[src/rtl/led_pkg.sv]
// led_pkg: mode and breathe-ramp state encodings shared by rgb_pwm_driver and pwm_channel
package led_pkg;
    typedef enum logic [1:0] {
        MODE_OFF     = 2'b00,
        MODE_STEADY  = 2'b01,
        MODE_BLINK   = 2'b10,
        MODE_BREATHE = 2'b11
    } mode_e;
    typedef enum logic {
        RAMP_UP   = 1'b0,
        RAMP_DOWN = 1'b1
    } ramp_state_e;
endpackage

[src/rtl/pwm_channel.sv]
// pwm_channel: one colour's compare/force stage; in clk, rst, cnt (PWM counter), duty (shadow), mode, blink_on, ramp; out lit (registered, 1 = on)
module pwm_channel
    import led_pkg::*;
#(
    parameter int PWM_BITS = 8
) (
    input  logic                clk,
    input  logic                rst,
    input  logic [PWM_BITS-1:0] cnt,
    input  logic [PWM_BITS-1:0] duty,
    input  mode_e               mode,
    input  logic                blink_on,
    input  logic [PWM_BITS-1:0] ramp,
    output logic                lit
);
    logic [PWM_BITS-1:0] d;
    logic                en;
    always_comb begin
        d  = (mode == MODE_BREATHE && ramp < duty) ? ramp : duty;
        en = mode == MODE_STEADY || mode == MODE_BREATHE || (mode == MODE_BLINK && blink_on);
    end
    always_ff @(posedge clk) lit <= rst ? 1'b0 : en && (&d || cnt < d);
endmodule

[src/rtl/rgb_pwm_driver.sv]
// rgb_pwm_driver: N_LED tricolour PWM driver (off/steady/blink/breathe); in clk, rst, r_duty/g_duty/b_duty, mode; out R, G, B, period_start
module rgb_pwm_driver
    import led_pkg::*;
#(
    parameter int N_LED         = 2,
    parameter int PWM_BITS      = 8,
    parameter int PRESCALE      = 4,
    parameter int BLINK_PERIODS = 64
) (
    input  logic                      clk,
    input  logic                      rst,
    input  logic [N_LED*PWM_BITS-1:0] r_duty,
    input  logic [N_LED*PWM_BITS-1:0] g_duty,
    input  logic [N_LED*PWM_BITS-1:0] b_duty,
    input  logic [2*N_LED-1:0]        mode,
    output logic [N_LED-1:0]          R,
    output logic [N_LED-1:0]          G,
    output logic [N_LED-1:0]          B,
    output logic                      period_start
);
    localparam int PSW = PRESCALE > 1 ? $clog2(PRESCALE) : 1;
    localparam int BCW = BLINK_PERIODS > 1 ? $clog2(BLINK_PERIODS) : 1;
    localparam logic [PWM_BITS-1:0] TOP = '1;
    logic [PSW-1:0]              presc;
    logic [PWM_BITS-1:0]         cnt, ramp, ramp_nx;
    logic [BCW-1:0]              blink_cnt;
    logic                        blink_on, first, tick, wrap, load, blink_end;
    ramp_state_e                 st, st_nx;
    logic [N_LED*PWM_BITS-1:0]   r_sh, g_sh, b_sh, r_eff, g_eff, b_eff;
    logic [2*N_LED-1:0]          mode_sh, mode_eff;
    // first marks the boundary right after reset: the shadows load there, and the
    // compare on that same edge already needs the fresh inputs, hence the bypass.
    always_comb begin
        tick      = presc == PSW'(PRESCALE - 1);
        wrap      = tick && &cnt;
        load      = wrap || first;
        blink_end = blink_cnt == BCW'(BLINK_PERIODS - 1);
        r_eff     = first ? r_duty : r_sh;
        g_eff     = first ? g_duty : g_sh;
        b_eff     = first ? b_duty : b_sh;
        mode_eff  = first ? mode : mode_sh;
        ramp_nx   = st == RAMP_UP ? ramp + PWM_BITS'(1) : ramp - PWM_BITS'(1);
        st_nx     = (st == RAMP_UP && ramp == TOP - PWM_BITS'(1)) ? RAMP_DOWN :
                    (st == RAMP_DOWN && ramp == PWM_BITS'(1)) ? RAMP_UP : st;
    end
    always_ff @(posedge clk) begin
        if (rst) begin
            presc        <= '0;
            cnt          <= '0;
            blink_cnt    <= '0;
            blink_on     <= 1'b1;
            ramp         <= '0;
            st           <= RAMP_UP;
            first        <= 1'b1;
            period_start <= 1'b0;
            r_sh         <= '0;
            g_sh         <= '0;
            b_sh         <= '0;
            mode_sh      <= '0;
        end else begin
            presc        <= tick ? '0 : presc + PSW'(1);
            cnt          <= tick ? cnt + PWM_BITS'(1) : cnt;
            period_start <= presc == '0 && cnt == '0;
            first        <= 1'b0;
            if (load) begin
                r_sh    <= r_duty;
                g_sh    <= g_duty;
                b_sh    <= b_duty;
                mode_sh <= mode;
            end
            if (wrap) begin
                blink_cnt <= blink_end ? '0 : blink_cnt + BCW'(1);
                blink_on  <= blink_end ? ~blink_on : blink_on;
                ramp      <= ramp_nx;
                st        <= st_nx;
            end
        end
    end
    for (genvar i = 0; i < N_LED; i++) begin : g_led
        pwm_channel #(.PWM_BITS(PWM_BITS)) u_r (
            .clk(clk), .rst(rst), .cnt(cnt), .duty(r_eff[i*PWM_BITS +: PWM_BITS]),
            .mode(mode_e'(mode_eff[2*i +: 2])), .blink_on(blink_on), .ramp(ramp), .lit(R[i])
        );
        pwm_channel #(.PWM_BITS(PWM_BITS)) u_g (
            .clk(clk), .rst(rst), .cnt(cnt), .duty(g_eff[i*PWM_BITS +: PWM_BITS]),
            .mode(mode_e'(mode_eff[2*i +: 2])), .blink_on(blink_on), .ramp(ramp), .lit(G[i])
        );
        pwm_channel #(.PWM_BITS(PWM_BITS)) u_b (
            .clk(clk), .rst(rst), .cnt(cnt), .duty(b_eff[i*PWM_BITS +: PWM_BITS]),
            .mode(mode_e'(mode_eff[2*i +: 2])), .blink_on(blink_on), .ramp(ramp), .lit(B[i])
        );
    end
endmodule

[config.mk]
export PLATFORM = sky130hd
export DESIGN_NAME = rgb_pwm_driver
export DESIGN_NICKNAME = d
export VERILOG_FILES = /design/src/rtl/led_pkg.sv /design/src/rtl/pwm_channel.sv /design/src/rtl/rgb_pwm_driver.sv
export SDC_FILE = /design/constraint.sdc
export NUM_CORES = 1
export LEC_CHECK = 0
export CAP_MARGIN = 20
export CORE_MARGIN = 4
export CORE_UTILIZATION = 45
export DETAILED_ROUTE_END_ITERATION = 16
export PLACE_DENSITY_LB_ADDON = 0.3
export SETUP_SLACK_MARGIN = 0.1
export SYNTH_ARGS = -nofsm -noshare
export SYNTH_HDL_FRONTEND = slang
export SYNTH_SLANG_ARGS = --single-unit
[constraint.sdc]
create_clock -name clk -period 4.6 [get_ports clk]
set_clock_uncertainty 0.2 [all_clocks]
set_input_delay 1.15 -clock clk [delete_from_list [all_inputs] [get_ports clk]]
set_output_delay 1.15 -clock clk [all_outputs]
set_load 0.1 [all_outputs]
==> out/results.ini <==
[clock_network]
hold_buffers=0
cts.htree.levels=3
cts.sinks=86
cts_buffer_depth=2
cts_setup_buffers=0
numCtsBuffers=9
clkLatencyLatePin_ps=350
cts_resized=0
cts_tree=yes
cts_root_buf=clkbuf_16
path_clk_slew_ps=60

[status]
status=complete, no violations

[die]
die_height_um=129
io_pins=61
start_util=0.467
core_um2=14100
die_area_um2=16600
rows=43
die_w_um=129

[route]
drc=0
drt_first_pass_iters=5
wirelength_um=17000
via_per_inst=5.62
wl_per_cell_um=16.6
detail-route-antenna-nets=0
drtIter0Drc=326
num_vias=5786

[pwr]
max-vdd-ir-drop_mv=0.191
p_per_area_nw_per_um2=245
power.leakage_nw=3.31

[critical_path]
slowest_stage=clkdlybuf4s50_1
critPathLaunchType=primary input
arrival_ps=4310
slowest_delay_ps=420
crit_fanout=3
cp_data_required_time_ps=4690
crit_path_start=g_duty[4]
critPathKind=primary input to flop
r2r_start=first$_DFF_P_
r2r_cells=14
worstSetupEndpointType=flop
crit_chain=clkdlybuf4s50_1, mux2i_1, ha_1, nand4_1, a211oi_1, nor4_4, mux2_2, ha_1, a21o_1, a21oi_1, o21ai_0, a211oi_1, a22o_1

[yosys]
synth_top_area_frac=0.261
synthFlopType=dfxtp_1
ys_seq_area_frac=0.261
synth_edf_count=0
yosysWarningCount=0
synth.largest_area_cell=dfxtp_1
synth_nets=946
synth_seq_cells=86
synth_area_leaders=dfxtp_1 (26%), ha_1 (18%), mux2i_1 (11%), nand2_1 (7.6%), a21oi_1 (5.9%)
synthArstFlopShare=0
synth_area_um2=6590
postSynthCellCount=799
synth_common_cells=nand2_1 (133), ha_1 (93), dfxtp_1 (86)
synth.distinct_cells=49
syn_area_per_cell_um2=8.24
yosysMostFrequentCell=nand2_1

[global_route]
antenna_found_initial=0
grt_pass1_vias=5422
overflow=0
grt_util_met3=0.0448
grt_util_met1=0.289
globalRouteTotalUtil=0.208
grt_pass1_wl_um=27600
top_usage_layer=met2
grt_max_degree=53
use_met2=0.322

[timing]
worstMarginPinSlew_ps=1030
tns_ps=0
report.final.hold_viol_count=0
setup_violations=0
finalMaxSlewViolations=0
max_freq_mhz=237
period_needed_ps=4220
min_period_over_period=0.918
holdWs_ps=249
max_slew_margin=0.313
rsz0062_at_grt=false

[finish]
fin_cells=1029
areaGrowthSynthToFinish_pct=15.8
nNetsFinal=993
fin_area_um2=7630
drive_gt1_frac=0.0789
antenna_cells=0

[place]
numPlacedInstances=1015
dpl.hpwl_um=12400
gp_routability_congestion=0.886
placed_cell_area_um2=7380
port_buffers=60

[worst_hold_path]
hold_class=flop to flop
hold_start=g_sh[3]$_SDFFE_PP0P_
hold_path_depth=2

[run]
maxCapViolations=0

path summary, 6_finish.rpt:
path,slack (ps),end
worst max-delay path,380,g_led[0].u_g.lit$_SDFF_PP0_
worst max register to register,640,g_led[1].u_r.lit$_SDFF_PP0_
worst min-delay path,250,g_sh[3]$_SDFFE_PP0P_
worst min register to register,250,g_sh[3]$_SDFFE_PP0P_
kinds of logic (layout without fill, tap and decap cells):
family	count (synthesis)	count (layout)	synth area share
multiplexers	94	94	0.147
buffers and inverters	81	131	0.0560
AO/OA/AOI/OAI	165	165	0.148
flip-flops	86	86	0.261
AND/OR/NAND/NOR	261	261	0.187
XOR/XNOR	19	19	0.0253
adder cells (fa/ha/maj)	93	93	0.177
sequential cells by signal, summed over array words and instances (netlist names), 4 cells and up:
register,count
r_sh,16
cnt,8
g_sh,16
b_sh,16
mode_sh,4
ramp,8
blink_cnt,6
cell usage in the layout (no fill, tap or decap), drive strengths merged, types with 3 or more instances in the layout:
cell | synthesis | final
nor2b | 5 | 5
a211oi | 12 | 12
nand4 | 22 | 22
clkinv | 0 | 3
inv | 33 | 33
and3 | 4 | 4
o21ai | 34 | 34
nand2 | 133 | 133
and4 | 5 | 5
mux2i | 74 | 74
nor4 | 12 | 12
nor2 | 42 | 42
buf | 20 | 25
xnor2 | 11 | 11
mux2 | 20 | 20
a31oi | 4 | 4
o21a | 4 | 4
clkbuf | 28 | 11
nand3 | 11 | 11
xor2 | 8 | 8
o21bai | 4 | 4
or3 | 3 | 3
dfxtp | 86 | 86
ha | 93 | 93
nor4b | 3 | 3
a21o | 14 | 14
a21oi | 78 | 78
o31ai | 4 | 4
o211ai | 4 | 4
clkdlybuf4s50 | 0 | 59
nor3 | 12 | 12
critical path, delay by kind of cell:
kind / cells / cell delay (ps)
fa+ha+maj: 2 / 610
simple gates: 2 / 420
mux: 2 / 760
buf+inv: 1 / 420
compound gates: 6 / 950
power breakdown:
part	switching, mW	total, mW	internal, mW
logic	0.230	0.411	0.181
clock network	0.294	0.651	0.357
registers	0.0278	0.808	0.780
metrics by stage:
stage / setup slack [ps] / util / power [mW]
after global placement: 84.8 / 0.524 / 1.23
after floorplan: 461 / - / 1.10
after CTS: 390 / 0.541 / 1.89
after detailed placement: 40.5 / 0.524 / 1.23
final: 379 / 0.541 / 1.87
after global routing: 166 / 0.541 / 1.96
per-layer routing:
metal / wire, um / up-vias
li1: - / 2941
met1: 8100 / 2670
met2: 7660 / 155
met3: 997 / 20
met4: 274 / 0
met5: 0 / -
cell type report:
class                      count  area, um2
timing repair buffer          84        788
clock inverter                 3       15.0
multi-input combinational    632       4520
fill                        1351       6460
sequential                    86       1730
clock buffer                  11        233
tap                          180        225
inverter                      33        124
Note: power is estimated with default switching activity, not from simulation.
